$ cat src/rtl/hazard_scoreboard_pkg.sv
// Shared types and constants for the ID-stage hazard scoreboard.
package hazard_scoreboard_pkg;

   // Default register index width (8 architectural registers).
   localparam int REG_BITS_DEF = 3;

   // Stored destination field width; narrower indices are zero-extended.
   localparam int REG_W_MAX = 8;

   // Hazard modes selected by FWD_EN.
   localparam int MODE_STALL_ALL = 0;  // no forwarding: any RAW match stalls
   localparam int MODE_FWD       = 1;  // forwarding: only load-use in EX stalls

   // One tracked in-flight writer.
   typedef struct packed {
      logic                 valid;
      logic [REG_W_MAX-1:0] dst;
      logic                 is_load;
   } entry_t;

endpackage

$ cat src/rtl/hazard_match.sv
// Compares one scoreboard entry against the ID-stage source registers and
// reports whether that entry forces a stall in the selected hazard mode.
module hazard_match
   import hazard_scoreboard_pkg::*;
#(
   parameter int REG_BITS  = REG_BITS_DEF,
   parameter int FWD_EN    = MODE_STALL_ALL,
   parameter int ZERO_HARD = 0,
   parameter int IDX       = 0
) (
   input  entry_t              ent,
   input  logic [REG_BITS-1:0] rs,
   input  logic                rs_use,
   input  logic [REG_BITS-1:0] rt,
   input  logic                rt_use,
   output logic                hazard
);

   logic [REG_W_MAX-1:0] rs_x;
   logic [REG_W_MAX-1:0] rt_x;
   logic                 match;

   // Zero-extend source indices to the stored destination width.
   always_comb begin
      rs_x = '0;
      rt_x = '0;
      rs_x[REG_BITS-1:0] = rs;
      rt_x[REG_BITS-1:0] = rt;
   end

   // RAW match on either used source; a hardwired r0 never matches.
   always_comb begin
      match = ent.valid && ((rs_use && (rs_x == ent.dst)) ||
                            (rt_use && (rt_x == ent.dst)));
      if ((ZERO_HARD != 0) && (ent.dst == '0)) begin
         match = 1'b0;
      end
   end

   // With forwarding only a load still sitting in EX cannot be bypassed.
   always_comb begin
      if (FWD_EN == MODE_FWD) begin
         hazard = match && ent.is_load && (IDX == 0);
      end else begin
         hazard = match;
      end
   end

endmodule

$ cat src/rtl/hazard_scoreboard.sv
// ID-stage stall detector: shift scoreboard of in-flight register writes,
// zero-latency stall output, flush/freeze handling and a saturating
// counter of stalled advancing cycles.
module hazard_scoreboard
   import hazard_scoreboard_pkg::*;
#(
   parameter int REG_BITS     = REG_BITS_DEF,
   parameter int DEPTH        = 2,
   parameter int FWD_EN       = MODE_STALL_ALL,
   parameter int ZERO_HARD    = 0,
   parameter int FLUSH_STAGES = 1,
   parameter int CNT_W        = 16
) (
   input  logic                clk,
   input  logic                rst_n,
   input  logic                id_valid,
   input  logic [REG_BITS-1:0] id_rs,
   input  logic                id_rs_use,
   input  logic [REG_BITS-1:0] id_rt,
   input  logic                id_rt_use,
   input  logic                id_wr_en,
   input  logic [REG_BITS-1:0] id_wr_reg,
   input  logic                id_is_load,
   input  logic                pipe_adv,
   input  logic                flush,
   input  logic                cnt_clr,
   output logic                stall,
   output logic [CNT_W-1:0]    stall_cnt,
   output logic [DEPTH-1:0]    stall_src
);

   localparam logic [CNT_W-1:0] CNT_MAX = '1;
   localparam logic [CNT_W-1:0] CNT_ONE = {{(CNT_W-1){1'b0}}, 1'b1};

   entry_t           ent [DEPTH];
   entry_t           ent_new;
   logic [DEPTH-1:0] hazard;

   genvar g;
   generate
      for (g = 0; g < DEPTH; g++) begin : g_match
         hazard_match #(
            .REG_BITS  (REG_BITS),
            .FWD_EN    (FWD_EN),
            .ZERO_HARD (ZERO_HARD),
            .IDX       (g)
         ) u_match (
            .ent    (ent[g]),
            .rs     (id_rs),
            .rs_use (id_rs_use),
            .rt     (id_rt),
            .rt_use (id_rt_use),
            .hazard (hazard[g])
         );
      end
   endgenerate

   assign stall_src = hazard & {DEPTH{id_valid}};
   assign stall     = |stall_src;

   // Entry that ID pushes into EX; a stalled or flushed instruction is a bubble.
   always_comb begin
      ent_new         = '0;
      ent_new.valid   = id_valid && id_wr_en && !stall && !flush;
      ent_new.dst[REG_BITS-1:0] = id_wr_reg;
      ent_new.is_load = id_is_load;
   end

   // Shift on advance; flush then clears the youngest entries (shifted or not).
   always_ff @(posedge clk) begin
      if (!rst_n) begin
         for (int k = 0; k < DEPTH; k++) begin
            ent[k] <= '0;
         end
      end else begin
         if (pipe_adv) begin
            for (int k = DEPTH - 1; k >= 1; k--) begin
               ent[k] <= ent[k-1];
            end
            ent[0] <= ent_new;
         end
         if (flush) begin
            for (int k = 0; k < DEPTH; k++) begin
               if (k < FLUSH_STAGES) begin
                  ent[k].valid <= 1'b0;
               end
            end
         end
      end
   end

   // Count stalled cycles that actually advance; clear wins, no wrap.
   always_ff @(posedge clk) begin
      if (!rst_n) begin
         stall_cnt <= '0;
      end else if (cnt_clr) begin
         stall_cnt <= '0;
      end else if (stall && pipe_adv && (stall_cnt != CNT_MAX)) begin
         stall_cnt <= stall_cnt + CNT_ONE;
      end
   end

endmodule

$ cat config.mk
export PLATFORM = sky130hd
export DESIGN_NAME = hazard_scoreboard
export DESIGN_NICKNAME = d
export VERILOG_FILES = /design/src/rtl/hazard_scoreboard_pkg.sv /design/src/rtl/hazard_match.sv /design/src/rtl/hazard_scoreboard.sv
export SDC_FILE = /design/constraint.sdc
export NUM_CORES = 1
export LEC_CHECK = 0
export ABC_AREA = 1
export BUFFER_PORTS_ARGS = -buffer_cell sky130_fd_sc_hd__buf_2
export CORE_ASPECT_RATIO = 1.2
export CORE_UTILIZATION = 58
export CTS_CLUSTER_DIAMETER = 60
export CTS_CLUSTER_SIZE = 20
export DETAILED_ROUTE_END_ITERATION = 8
export PLACE_DENSITY = 0.94
export SLEW_MARGIN = 20
export SYNTH_ARGS = -nofsm -noshare
export SYNTH_HDL_FRONTEND = slang
export SYNTH_SLANG_ARGS = --single-unit
$ cat constraint.sdc
create_clock -name clk -period 3.55 [get_ports clk]
set_input_delay 0 -clock clk [delete_from_list [all_inputs] [get_ports clk]]
set_output_delay 0 -clock clk [all_outputs]
set_load 0.02 [all_outputs]
==> qor.csv, run 1 <==
stage;metric;value;unit
placement;DP HPWL;2560;um
detailed_routing;Initial DRC Count;60;
placement;Post-Place Setup Slack;1.74;ns
cts;clock root buffer master;clkbuf_4;
sta;Final setup viols;0;
sta;Final period util;52.5;%
setup_path;R2R Path End;stall_cnt[9];
logic_synthesis;fraction of registers with async set/reset;0;%
setup_path;WP data arrival;2.05;ns
layout;final net count;307;
placement;Post-Place Cell Area;0.00184;mm^2
cts;H-tree levels;1;
cts;CTS tree;built;
sta;f_max;0.536;GHz
cts;Hold Buf Count CTS;5;
placement;GPL Wtd Cong;0.822;
pwr;leakage;0.923;nW
sta;clock skew;0.00356;ns
hold_path;HP Class;primary input to flop;
hold_path;min-delay src;pipe_adv;
hold_path;Endpoint, Worst Hold;ent[0][2];
cts;CTS Buffer Depth;2;
logic_synthesis;syn avg cell area;6.76;um^2
sta;final worst setup slack;1.69;ns
sta;hold slack;0.181;ns
layout;area delta synth->final;15.6;%
setup_path;R2R Setup Slk;1.69;ns
detailed_routing;routed via count;1608;
setup_path;cells on worst reg2reg path;9;
placement;port bufs;36;
layout;Design Area, Final;0.00192;mm^2
setup_path;Critical Path Sink Type;flop;
floorplan;starting density of the core;63.0;%
floorplan;I/O Pins;38;
grt;first-pass GRT wire length;5780;um
logic_synthesis;Mapped Cells;245;
cts;post-CTS sizing;0;
floorplan;core area;0.00263;mm^2
setup_path;CP required;3.74;ns
logic_synthesis;sequential area share after synthesis;33.2;%
hold_path;hold depth;3;
placement;dpl cells;310;
layout;Non-Filler Instances;319;
logic_synthesis;register bit total from synthesis;24;
sta;max-slew violation total from the final report;0;
grt;antenna violations before repair;0;
floorplan;Rows;20;
logic_synthesis;Synth warnings;0;
sta;unrepaired setup endpoints after global routing;no;
pwr;Power Density;249;mW/mm^2
setup_path;Setup crit start kind;flop;
cts;post-CTS setup buffer count;0;
detailed_routing;post-route ant nets;0;
setup_path;Setup Crit Path Kind;flop to flop;
run_status;status;complete, no violations;
setup_path;FF-to-FF Start;stall_cnt[0];
grt;largest net degree at the start of global routing;19;
logic_synthesis;dominant synthesized flop cell;dfxtp_1;
cts;clock sinks;24;
layout;ANT cells;0;
logic_synthesis;post-synthesis instance area;0.00166;mm^2
floorplan;die height;60.5;um
sta;Worst Tran Pin Value;0.718;ns
floorplan;Die Footprint;0.00307;mm^2
cts;clock latency on the worst-skew pair;0.32;ns
sta;endpoints failing hold;0;
detailed_routing;DRC Markers;0;
detailed_routing;Avg WL per Cell;11.2;um
grt;grt ovf;0;
grt;GRT Total Usage;25.0;%
detailed_routing;Via-to-Cell Ratio;5.04;
sta;Setup TNS;0;ns
logic_synthesis;Post-Syn Nets;265;
layout;fill count;243;
detailed_routing;drt total wl;3580;um
floorplan;Die Span X;50.8;um
sta;fin crit period;1.86;ns
grt;number of global-route vias before repair;1469;
pwr;Worst VDD drop;0.206;mV
logic_synthesis;library cells used by synthesis;25;
logic_synthesis;EDFF count, synth;7;
detailed_routing;DR pass1 iterations;4;
flow_run;max cap viols;0;
cts;Num CTS Buffers;3;
layout;ratio of cells with drive above 1 in the final layout;24.5;%
setup_path;CP Max Fanout;17;
sta;Slew headroom;52.1;%
cts;clk slew on worst S/H paths;0.13;ns
-- per-layer routing --
metal | vias to the layer above | share of wire [%] | GRT usage [%]
met3 | 6 | 3.6 | 2.26
met4 | 0 | 0.95 | 9.92
li1 | 840 | - | -
met5 | - | 0 | 0
met1 | 713 | 42 | 27.1
met2 | 49 | 54 | 49.7
-- worst max-delay path: stages, from the launching register on --
cell and delay [ns]:
dfxtp_1 0.37, ha_1 0.24, nand3_1 0.14, inv_2 0.08
nand4_4 0.08, nor2_4 0.04, nor2_4 0.40, nand2_8 0.18
nand2_1 0.13, a21oi_1 0.07
-- cell type report --
| cell class | instances | area (um^2) | share of cell area, % |
|---|---|---|---|
| clock buffer | 3 | 22.5 | 1.18 |
| clock inverter | 1 | 3.75 | 0.196 |
| inverter | 37 | 139 | 7.25 |
| multi-input combinational | 180 | 928 | 48.5 |
| sequential | 24 | 551 | 28.7 |
| tap | 33 | 41.3 | 2.16 |
| timing repair buffer | 41 | 230 | 12.0 |
-- sequential cells by signal, indices dropped and copies added (netlist names) --
name	flops
stall_cnt	16
ent	8
-- through the flow --
| stage | power, mW | util, % |
|---|---|---|
| floorplan | 0.336 | - |
| global placement | 0.354 | 70.0 |
| detailed placement | 0.355 | 70.0 |
| CTS | 0.479 | 72.9 |
| global route | 0.498 | 72.9 |
| finish | 0.478 | 72.9 |
-- cell usage after synthesis, drive strengths merged (2+ instances only) --
master	n	share of area (%)
dfxtp	17	21
nor3	2	0.60
nand2	89	23
a21oi	16	7.1
nand3	23	6.9
edfxtp	7	13
nor2	33	9.3
buf	3	2.1
inv	37	8.4
nand4	3	2.0
xor2	4	2.1
xnor2	4	2.1
o21ai	3	0.91
-- cells by family (layout without fill, tap and decap cells) --
kind of cell / count (synthesis) / after routing / synth area share (%)
xor+xnor: 8 / 8 / 4.23
flops: 24 / 24 / 33.2
simple gates: 151 / 151 / 42.6
fa+ha+maj: 1 / 1 / 0.755
buf+inv: 41 / 82 / 10.7
compound gates: 20 / 20 / 8.46
-- worst max path at each step --
stage	start	depth (start not counted)	slack (ns)	end
after floorplan	stall_cnt[0]	9	1.88	stall_cnt[0]
after global placement	stall_cnt[0]	9	1.79	stall_cnt[4]
after detailed placement	stall_cnt[0]	9	1.74	stall_cnt[9]
after CTS	stall_cnt[0]	9	1.71	stall_cnt[9]
after global routing	stall_cnt[0]	9	1.57	stall_cnt[10]
final	stall_cnt[0]	9	1.69	stall_cnt[9]
-- cell usage in the layout, fill, tap and decap left out, drive strengths merged --
cell type	instances
edfxtp	7
nand4	3
a22oi	1
buf	36
nor2	33
xor2	4
nand2	89
nand3	23
clkinv	1
inv	37
a21oi	16
nor3	2
nand3b	1
o21ai	3
dlygate4sd3	5
clkbuf	3
dfxtp	17
xnor2	4
ha	1
-- report_power, final --
group	total [mW]	leakage (nW)	switching (mW)	internal (mW)
logic	0.0615	0.694	0.0384	0.0230
clock network	0.125	0.0154	0.0833	0.0412
registers	0.292	0.214	0.00386	0.288
total	0.478	0.923	0.126	0.352
No activity file was read; power rests on OpenSTA's default activity.
==> inputs of run 2 (changes only) <==
ABC_AREA = 0   (was 1)
CORE_UTILIZATION = 50   (was 58)
PLACE_DENSITY = 0.87   (was 0.94)
clock period = 1.8 ns   (was 3.55 ns; I/O delays follow)
==> run 2 against run 1 <==
  * Sequential share of layout area rose by 2.6 points
  * Clock skew fell by 0.0012 ns
  * The run now ends with negative setup slack left
  * Cell area fell by 8.0%
  * Synthesized cell count fell by 44%
  * Setup slack got worse by 1.9 ns
  * Combinational power rose by 69%
  * Critical endpoint is now stall_cnt[14]
  * Core utilization rose by 2.0 points
  * Power rose by 95%
  * Clock power rose by 98%
==> qor.csv, run 2 <==
stage;metric;value;unit;change
logic_synthesis;top post-synthesis cells by area;dfxtp_1 27%, edfxtp_1 17%, xnor2_1 8.3%;;
logic_synthesis;dominant synthesized flop cell;dfxtp_1;;
floorplan;core area;0.00235;mm^2;-10%
grt;number of global-route vias before repair;1192;;-19%
grt;first-pass GRT wire length;4960;um;-14%
detailed_routing;drt total wl;3350;um;-6.4%
cts;CTS tree;built;;
sta;f_max;0.508;GHz;-5.4%
setup_path;CP Max Fanout;11;;-6
detailed_routing;DRC Markers;0;;unchanged
sta;clock skew;0.00232;ns;-0.00124 ns
setup_path;R2R Setup Slk;-0.17;ns;-1.86 ns
detailed_routing;DR pass1 iterations;4;;unchanged
sta;endpoints failing hold;0;;unchanged
logic_synthesis;most frequent cell after synthesis;dfxtp_1;;
hold_path;HP Class;primary input to flop;;
sta;final worst setup slack;-0.170;ns;-1.86 ns
detailed_routing;Initial DRC Count;29;;-52%
setup_path;CP peak stage delay;0.47;ns;+0.07 ns
cts;clk slew on worst S/H paths;0.13;ns;about the same
logic_synthesis;Post-Syn Nets;156;;-41%
sta;Final setup viols;17;;+17
sta;unrepaired setup endpoints after global routing;yes;;
detailed_routing;Via-to-Cell Ratio;5.69;;+13%
placement;Post-Place Setup Slack;-0.117;ns;-1.85 ns
cts;Num CTS Buffers;3;;unchanged
cts;clock root buffer master;clkbuf_4;;
setup_path;cells on worst reg2reg path;7;;-2
placement;dpl cells;211;;-32%
pwr;total power;0.931;mW;+95%
setup_path;CP required;2.07;ns;-1.67 ns
layout;area delta synth->final;38.8;%;
logic_synthesis;Synth warnings;0;;unchanged
grt;antenna violations before repair;0;;unchanged
setup_path;R2R Path End;stall_cnt[14];;
logic_synthesis;sequential area share after synthesis;43.3;%;+10 points
layout;most frequent cells in the layout;34 x buf_2, 16 x dfxtp_1, 15 x buf_4;;
logic_synthesis;post-synthesis instance area;0.00127;mm^2;-23%
hold_path;min-delay src;cnt_clr;;
floorplan;Rows;19;;-5.0%
grt;grt ovf;0;;unchanged
layout;final net count;214;;-30%
layout;most common cell after layout, fill and taps aside;buf_2;;
logic_synthesis;Synth area leader;dfxtp_1;;
grt;largest net degree at the start of global routing;14;;-5
logic_synthesis;syn avg cell area;9.34;um^2;+38%
sta;Setup TNS;-1.77;ns;-1.77 ns
grt;GRT Total Usage;24.9;%;-0.066 points
layout;largest registers;stall_cnt (16), ent (8);;
layout;ANT cells;0;;unchanged
hold_path;Endpoint, Worst Hold;stall_cnt[4];;
pwr;Worst VDD drop;0.528;mV;+160%
sta;fin crit period;1.97;ns;+0.106 ns
layout;ratio of cells with drive above 1 in the final layout;39.4;%;+15 points
setup_path;crit path max-delay cell type;edfxtp_1;;
logic_synthesis;Synth top area share;26.8;%;+6.3 points
detailed_routing;routed via count;1274;;-21%
placement;port bufs;36;;unchanged
floorplan;die height;57.2;um;-5.5%
floorplan;starting density of the core;54.0;%;-9.1 points
layout;Non-Filler Instances;224;;-30%
setup_path;FF-to-FF Start;ent[0][3];;
hold_path;hold depth;3;;unchanged
layout;max FFs per register;16;;unchanged
setup_path;WP data arrival;2.24;ns;+0.19 ns
pwr;Power Density;528;mW/mm^2;+110%
cts;clock latency on the worst-skew pair;0.32;ns;about the same
detailed_routing;Avg WL per Cell;14.9;um;+33%
setup_path;Setup Crit Path Kind;flop to flop;;
logic_synthesis;fraction of registers with async set/reset;0;%;unchanged
sta;max-slew violation total from the final report;0;;unchanged
setup_path;Critical Path Sink Type;flop;;
sta;Worst Tran Pin Value;0.473;ns;-0.246 ns
run_status;status;finished with violations;;
flow_run;max cap viols;0;;unchanged
logic_synthesis;library cells used by synthesis;33;;+32%
setup_path;Setup crit start kind;flop;;
pwr;leakage;0.709;nW;-23%
logic_synthesis;commonest cells in the netlist;17 x dfxtp_1, 12 x xnor2_1, 11 x a21oi_1;;
cts;clock sinks;24;;unchanged
layout;Reg with most FFs;stall_cnt;;
cts;CTS Buffer Depth;2;;unchanged
logic_synthesis;EDFF count, synth;7;;unchanged
sta;Slew headroom;68.4;%;+16 points
placement;DP HPWL;2220;um;-13%
placement;GPL Wtd Cong;0.814;;-1.0%
floorplan;Die Span X;48.0;um;-5.5%
cts;H-tree levels;1;;unchanged
setup_path;crit path cell chain;xnor2_1 > nand4_1 > a21oi_4 > o221ai_4 > buf_6 > or4_4 > a21oi_2;;
logic_synthesis;Mapped Cells;136;;-44%
detailed_routing;post-route ant nets;0;;unchanged
run_status;failing checks;negative setup slack;;
floorplan;I/O Pins;38;;unchanged
sta;Final period util;109;%;+57 points
floorplan;Die Footprint;0.00275;mm^2;-11%
logic_synthesis;register bit total from synthesis;24;;unchanged
## run 2: per-layer routing
layer | global-route usage [%] | vias to the layer above | part of all wire, %
li1 | - | 622 | -
met1 | 30.5 | 607 | 42
met2 | 42.7 | 40 | 53
met3 | 2.22 | 5 | 3.9
met4 | 10.3 | 0 | 1.4
met5 | 0 | - | 0
## run 2: area by class of cell
class,count,area [um^2]
Tap cell,31,38.8
Sequential cell,24,552
Multi-Input combinational cell,103,743
Inverter,3,11.3
Fill cell,157,591
Timing Repair Buffer,59,392
Clock buffer,4,26.3
## run 2: power breakdown
part / switching (mW) / internal [mW]
sequential: 0.0115 / 0.569
clock: 0.160 / 0.0868
combinational: 0.0500 / 0.0540
## run 2: timing repair
item                                    CTS  global route
hold endpoints to repair                  3             0
endpoints found under the setup margin   12            17
buffers inserted                          2             4
gates resized for setup                   2            21
hold buffers                              3             0
pin swaps                                 8            15
## run 2: critical path, delay by kind of cell (launching register included)
| kind | cells | cell delay, ns |
|---|---|---|
| AOI/OAI and AO/OA | 3 | 0.50 |
| xor gates and xnor gates | 1 | 0.19 |
| buffers and inverters | 1 | 0.17 |
| DFF | 1 | 0.47 |
| and+or+nand+nor | 2 | 0.58 |
## run 2: kinds of logic after synthesis
| kind of cell | after synthesis | share of synthesized area, % |
|---|---|---|
| fa+ha+maj | 1 | 0.985 |
| simple gates | 57 | 26.9 |
| xor+xnor | 13 | 8.97 |
| buf+inv | 9 | 3.94 |
| compound gates | 32 | 15.9 |
| flops | 24 | 43.3 |
## run 2: how the worst max path moves through the flow
| stage | startpoint | endpoint | cells after the start |
|---|---|---|---|
| global route | ent[1][1] | stall_cnt[14] | 7 |
| floorplan | ent[1][1] | stall_cnt[12] | 7 |
| CTS | ent[1][2] | stall_cnt[7] | 7 |
| detailed placement | ent[1][2] | stall_cnt[12] | 7 |
| global placement | ent[0][2] | stall_cnt[7] | 7 |
| finish | ent[0][3] | stall_cnt[14] | 7 |
## run 2: per-stage QoR
stage / util [%] / hold WS (ns) / instance area (um^2)
3_3_place_gp: 66.8 / 0.294 / 1570
6_report: 74.9 / 0.0199 / 1760
4_1_cts: 70.1 / 0.00184 / 1650
2_1_floorplan: - / 0.140 / 1290
3_5_place_dp: 66.8 / 0.300 / 1570
5_1_grt: 74.9 / 0.0182 / 1760
